File: config.mk
export PLATFORM = sky130hd
export DESIGN_NAME = drv_reg_master
export DESIGN_NICKNAME = d
export VERILOG_FILES = /design/src/rtl/drv_reg_pkg.sv /design/src/rtl/drv_reg_master.sv
export SDC_FILE = /design/constraint.sdc
export NUM_CORES = 1
export LEC_CHECK = 0
export ABC_AREA = 1
export CORE_MARGIN = 5
export CORE_UTILIZATION = 45
export DETAILED_ROUTE_END_ITERATION = 12
export DONT_BUFFER_PORTS = 1
export PLACE_DENSITY = 0.59
export SLEW_MARGIN = 20
export SYNTH_ARGS = -nofsm -noshare
export SYNTH_HDL_FRONTEND = slang
export SYNTH_SLANG_ARGS = --single-unit
File: constraint.sdc
create_clock -name clk -period 1.11 [get_ports clk]
set_input_delay 0.222 -clock clk [delete_from_list [all_inputs] [get_ports clk]]
set_output_delay 0.222 -clock clk [all_outputs]
set_load 0.01 [all_outputs]
File: src/rtl/drv_reg_pkg.sv
// rtl/drv_reg_pkg.sv - shared FSM state, stride default and register map for drv_reg_master
package drv_reg_pkg;

  typedef enum logic [2:0] {
    IDLE,
    WR,
    RD_STB,
    RD_WAIT,
    RSP
  } state_t;

  localparam int DEFAULT_ADDR_STRIDE = 4;

  localparam logic [31:0] ADDR_FIFO   = 32'h0000_0000;
  localparam logic [31:0] CNTRL       = 32'h0000_0004;
  localparam logic [31:0] STATUS      = 32'h0000_0100;
  localparam logic [31:0] TRACE_ADDR  = 32'h0000_0200;
  localparam logic [31:0] TRACE_DATA0 = 32'h0000_0210;

endpackage

File: src/rtl/drv_reg_master.sv
// rtl/drv_reg_master.sv - command-driven register-bus master, single writes and read bursts
// Optional burst support: define DRV_REG_MASTER_BURST_EN to honour cmd_len/cmd_incr.
module drv_reg_master
  import drv_reg_pkg::*;
#(
  parameter int RD_LATENCY  = 1,
  parameter int ADDR_STRIDE = DEFAULT_ADDR_STRIDE
) (
  input  logic        clk,
  input  logic        reset,
  input  logic        cmd_valid,
  output logic        cmd_ready,
  input  logic        cmd_wr,
  input  logic        cmd_incr,
  input  logic [31:0] cmd_addr,
  input  logic [31:0] cmd_wdata,
  input  logic [7:0]  cmd_len,
  output logic        rsp_valid,
  input  logic        rsp_ready,
  output logic [31:0] rsp_data,
  output logic        rsp_last,
  output logic [31:0] master_addr,
  output logic        master_rd,
  output logic        master_wr,
  output logic [31:0] master_wdata,
  input  logic [31:0] master_rdata,
  output logic        busy
);

  localparam logic [1:0] LAST_WAIT = 2'(RD_LATENCY - 1);

  state_t      state;
  state_t      state_nxt;
  logic [1:0]  wait_cnt;
  logic        accept;
  logic        rsp_accept;
  logic        capture;
  logic        more_beats;
  logic [31:0] addr_step;

  assign accept     = cmd_valid & cmd_ready;
  assign rsp_accept = rsp_valid & rsp_ready;
  assign capture    = (state == RD_WAIT) && (wait_cnt == LAST_WAIT);
  assign busy       = (state != IDLE);
  assign rsp_last   = rsp_valid & ~more_beats;

`ifdef DRV_REG_MASTER_BURST_EN
  logic [7:0] beats_left;
  logic       rd_incr;

  assign more_beats = (beats_left != 8'd0);
  assign addr_step  = rd_incr ? 32'(ADDR_STRIDE) : 32'd0;

  always_ff @(posedge clk) begin
    if (!reset) begin
      beats_left <= 8'd0;
      rd_incr    <= 1'b0;
    end else if (accept && !cmd_wr) begin
      beats_left <= cmd_len;
      rd_incr    <= cmd_incr;
    end else if (rsp_accept && more_beats) begin
      beats_left <= beats_left - 8'd1;
    end
  end
`else
  logic unused_burst_fields;

  assign unused_burst_fields = ^{cmd_len, cmd_incr};
  assign more_beats          = 1'b0;
  assign addr_step           = 32'(ADDR_STRIDE);
`endif

  always_ff @(posedge clk) begin
    if (!reset) begin
      state        <= IDLE;
      wait_cnt     <= 2'd0;
      master_addr  <= 32'd0;
      master_wdata <= 32'd0;
      rsp_data     <= 32'd0;
    end else begin
      state <= state_nxt;
      if (accept) begin
        master_addr <= cmd_addr;
        if (cmd_wr) master_wdata <= cmd_wdata;
      end
      if (state == RD_STB) wait_cnt <= 2'd0;
      else if (state == RD_WAIT) wait_cnt <= wait_cnt + 2'd1;
      if (capture) rsp_data <= master_rdata;
      // master_addr doubles as the beat address, so it wraps naturally at 2^32
      if (rsp_accept && more_beats) master_addr <= master_addr + addr_step;
    end
  end

  always_comb begin
    state_nxt = state;
    cmd_ready = 1'b0;
    master_wr = 1'b0;
    master_rd = 1'b0;
    rsp_valid = 1'b0;
    case (state)
      IDLE: begin
        cmd_ready = 1'b1;
        if (cmd_valid) state_nxt = cmd_wr ? WR : RD_STB;
      end
      WR: begin
        master_wr = 1'b1;
        state_nxt = IDLE;
      end
      RD_STB: begin
        master_rd = 1'b1;
        state_nxt = RD_WAIT;
      end
      RD_WAIT: begin
        if (wait_cnt == LAST_WAIT) state_nxt = RSP;
      end
      RSP: begin
        rsp_valid = 1'b1;
        if (rsp_ready) state_nxt = more_beats ? RD_STB : IDLE;
      end
      default: state_nxt = IDLE;
    endcase
  end

endmodule

After elaboration in Yosys (flattened, before gate mapping). Cells that the tools add are included.

Logic and storage cells: 31. Register bits: 101. Output and inout port bits: 102. Bits in read-only memories: 0. Bits of input ports: 110. Latch bits: 0. Memories: 0. Memory bits (writable): 0.

$lt $le $gt $ge: 0. Multiply operators: 0. Divide/modulo/power cells: 0. Equal/unequal tests: 7. Reduce and logical (&&, ||, !) cells: 7. Muxes and demuxes: 9. $add $sub $neg: 1. Shift-type cells: 0. Bitwise logic cells: 2.

Operators with widths (count): one-hot mux 3 bit (4 select lines) (1); two-way mux 3 bit (3); == test 3 x 2 -> 1 bit, second input constant (2); two-way mux 1 bit (4); != test 2 bit, second input constant (2); == test 3 x 1 -> 1 bit, second input constant (1); == test 3 bit, second input constant (1); zero test 3 bit (1); AND reduction 3 bit (1); nonzero test 3 bit (1); adder 2 x 1 -> 2 bit, second input constant (1); zero test 2 bit (1); two-way mux 2 bit (1); != test 2 x 1 -> 1 bit, second input constant (1); AND reduction 2 bit (1); OR reduction 2 bit (1); AND 1 bit (1); logical AND 1 bit (1); NOT 1 bit (1).

Depth between registers and ports, before layout.
Depth after elaboration: 4. Depth in mapped cells: 8. Gate-level depth less buffers: 7.

Least setup slack after synthesis. OpenSTA, ideal clock, no wires.

Path type: flip-flop to output port. Start point: reg state[2]. End point: out rsp_valid. Arrival time: 1.013 ns. Setup slack: -0.125 ns. Data required time: 0.888 ns. Stages on the path, launching flop included: 4. Buffers on the path: 1. Cells stage by stage: dfxtp_1 -> inv_1 -> nor3_1 -> buf_4.

Longest elaborated chain between the ends: 2.

Ends and longest elaborated chain: start: declaration (line drv_reg_master.sv:32) `state_t state;`; start signal: assignment (line drv_reg_master.sv:81) `state <= state_nxt;`; == test 3 bit (line drv_reg_master.sv:100) `case (state)`; two-way mux 1 bit (line drv_reg_master.sv:100); end: declaration (line drv_reg_master.sv:18) `output logic rsp_valid,`.

No other way between the ends.

Final worst setup path.
Start point: reg state[2]. End point: reg rsp_data[18].

Longest elaborated chain between the ends: 2.

Ends and longest elaborated chain: == test 3 x 2 -> 1 bit (line drv_reg_master.sv:43) `assign capture = (state == RD_WAIT) && (wait_cnt == LAST_WAIT);`; logical AND 1 bit (line drv_reg_master.sv:43); end signal: assignment (line drv_reg_master.sv:88) `if (capture) rsp_data <= master_rdata;`; end: declaration (line drv_reg_master.sv:20) `output logic [31:0] rsp_data,`.

No other way between the ends. A chain may end at the register's enable or synchronous reset.

==> impl_metrics.yaml <==
run_status:
  status: "complete, but fails checks"
  violations_in_the_final_reports: "hold timing, setup timing"
timing:
  timing.hold.ws_ns: -0.0203
  layout_min_cycle_time_ns: 1.43
  worst_slack_ns: -0.320
  setup_tns_ns: -25.35
  final_worst_clock_skew_ns: 0.00958
  report.final.setup_viol: 107
  worst-slew-pin-transition_ns: 0.415
  final_number_of_hold_violating_endpoints: 8
  rsz0062_at_grt: "true"
  final_min_period_over_clock_period: 1.29
  max_clock_freq_ghz: 0.700
  timing.slew.headroom: 0.723
  slew_violations: 0
floorplanning:
  die_w_microns: 104
  io_pins: 212
  starting_density_of_the_core: 0.458
  coreArea_sq_mm: 0.00864
  die_h_microns: 104
  die-area_sq_mm: 0.0108
  std_cell_rows: 34
yosys:
  synth-seq-cells: 101
  syn-instance-count: 531
  synth_largest_area_cell: "dfxtp_1"
  synth_top_area_share: 0.511
  mappedNetlistNets: 642
  synth.top_cells.by_area: "dfxtp_1 51%, nor2_1 13%, nand2_1 10%"
  syn_area_per_cell_sq_um: 7.46
  yosysSeqAreaShare: 0.511
  ys_types: 19
  synthesis.yosys.warnings: 0
  syn-cell-area_sq_mm: 0.00396
placement:
  weighted_congestion_at_the_end_of_routability_driven_global_placement: 0.825
  dp_worst_setup_slack_ns: -0.153
  detailed_place_hpwl_mm: 6.75
  buffers_on_ports: 0
  dp.cells: 628
pwr:
  peakVddDrop_mv: 0.897
  cellPowerDensity_mw_per_mm2: 1560
  p_leak_nw: 2.48
worst_hold_path:
  hold_path.class: "primary input to flip-flop"
  hold_crit_start: "reset"
clock_network:
  clkSinkCount: 101
  cts_root_buffer: "clkbuf_8"
  htreeDepth: 3
  clk_transition_reported_paths_ns: 0.10
  tritoncts.num_buffers: 9
  tritoncts: "yes"
  clkLatencyLatePin_ns: 0.35
  clk_path_buf_depth: 2
critical_path:
  setup.worst_path.start: "state[2]"
  cp-end-kind: "flip-flop"
  crit_path_top_delay_cell: "dfxtp_2"
  critical_path.n_buffers_inverters: 4
  crit_chain: "buf_6, buf_6, nor2_4, nand2_4, buf_12, buf_16, nand2_4, a21oi_2"
  critical-path-max-stage-delay_ns: 0.35
  crit_fanout: 5
  worst_reg2reg_startpoint: "state[2]"
  cp_data_required_time_ns: 1.34
  worst-endpoint-arrival_ns: 1.66
  critPathLaunchType: "flip-flop"
  crit_type: "flip-flop to flip-flop"
  crit_family: "buffers and inverters"
route:
  route.detailed.wl_per_inst_microns: 17.6
  detailedRoute.firstIterationViolations: 169
  detail-route-antenna-nets: 0
  drc_errors: 0
  routed_wirelength_mm: 12.8
  vias_per_cell: 5.16
  vias: 3751
  firstDrtPassIters: 4
global_route:
  grt_pass1_wl_mm: 19.3
  total_grt_overflow: 0
  antenna_violations_before_repair: 0
  vias_in_the_first_global_route: 3830
  gr-usage-all-layers: 0.216
  grt_max_degree: 68
layout:
  fin_nets: 725
  finish.utilization: 0.704
  final_layout_size_suffix_gt1_frac: 0.372
  mostFrequentLayoutCells: "120 x nor2_1, 98 x dfxtp_1, 57 x nand2_1"
  final_cell_count_no_fill: 727
  layout_commonest_cell: "nor2_1"
  insertedDiodeCount: 0
  syn2layout_area_growth_pct: 53.5
job:
  cap_viol_max_count: 0
==> cells in the mapped netlist <==
| cell | count |
|---|---|
| nand2_1 | 105 |
| nor2_4 | 3 |
| nand3_1 | 36 |
| o21ai_0 | 26 |
| buf_4 | 2 |
| ha_1 | 1 |
| clkbuf_1 | 10 |
| buf_2 | 7 |
| dfxtp_1 | 101 |
| nor2_1 | 133 |
| inv_2 | 1 |
| nand2_4 | 2 |
| a21oi_1 | 35 |
| nand4_4 | 1 |
| inv_1 | 43 |
| buf_6 | 14 |
| nand2_2 | 2 |
| o21ai_1 | 7 |
| nor3_1 | 2 |
==> registers in the layout (all words and copies together), names as in the netlist <==
name and cells:
master_addr 32, master_wdata 32, rsp_data 32, state 3, wait_cnt 2
==> metal layers <==
layer	up-vias	GRT usage	wire length (microns)
li1	1822	-	-
met1	1740	0.235	4790
met2	165	0.379	6580
met3	24	0.0889	1190
met4	0	0.0694	264
met5	-	0	0
==> worst paths after layout <==
kind / to / slack, ns / cells past startpoint
worst max-delay path: rsp_data[18] / -0.32 / 8
worst min-delay path: master_addr[17] / -0.02 / 2
worst max register to register: rsp_data[18] / -0.32 / 8
worst min register to register: wait_cnt[0] / 0.47 / 2
==> power breakdown <==
part	switching, mW	internal, mW	total [mW]	leakage [nW]
sequential	0.517	4.02	4.53	0.828
combinational	1.24	1.24	2.48	1.54
clock	1.30	1.20	2.49	0.111
==> stage by stage <==
| step | instance area, sq um | total power [mW] |
|---|---|---|
| floorplan | 4000 | 5.56 |
| global placement | 4090 | 5.79 |
| detailed placement | 4090 | 5.84 |
| CTS | 5670 | 9.39 |
| global route | 6080 | 10.0 |
| finish | 6080 | 9.51 |
==> worst register-to-register path, cell delays in order, from the launching register on <==
cell and delay [ns]:
dfxtp_2 0.35, buf_6 0.12, buf_6 0.11, nor2_4 0.19
nand2_4 0.13, buf_12 0.16, buf_16 0.14, nand2_4 0.06
a21oi_2 0.05
==> cell families after synthesis <==
family,after synthesis,synth area share
AOI/OAI and AO/OA,68,0.0860
adders and majority gates,1,0.00316
buffers and inverters,77,0.104
DFF,101,0.511
and+or+nand+nor,284,0.296
==> repair_timing <==
| item | 4_1_cts | 5_1_grt |
|---|---|---|
| hold buffers | 44 | 10 |
| endpoints found under the hold margin | 89 | 62 |
| resized for setup | 147 | 118 |
| pin swaps | 44 | 40 |
| buffers inserted | 26 | 3 |
| endpoints found under the setup margin | 106 | 107 |
| cloned | 12 | 1 |
==> layout make-up <==
| class | count | area, sq um |
|---|---|---|
| multi-input combinational | 353 | 2230 |
| fill | 614 | 2560 |
| timing repair buffer | 105 | 1290 |
| inverter | 44 | 175 |
| clock inverter | 5 | 65.1 |
| clock buffer | 11 | 151 |
| sequential | 101 | 2030 |
| tap | 108 | 135 |
Power figures use the tool's default switching activity.
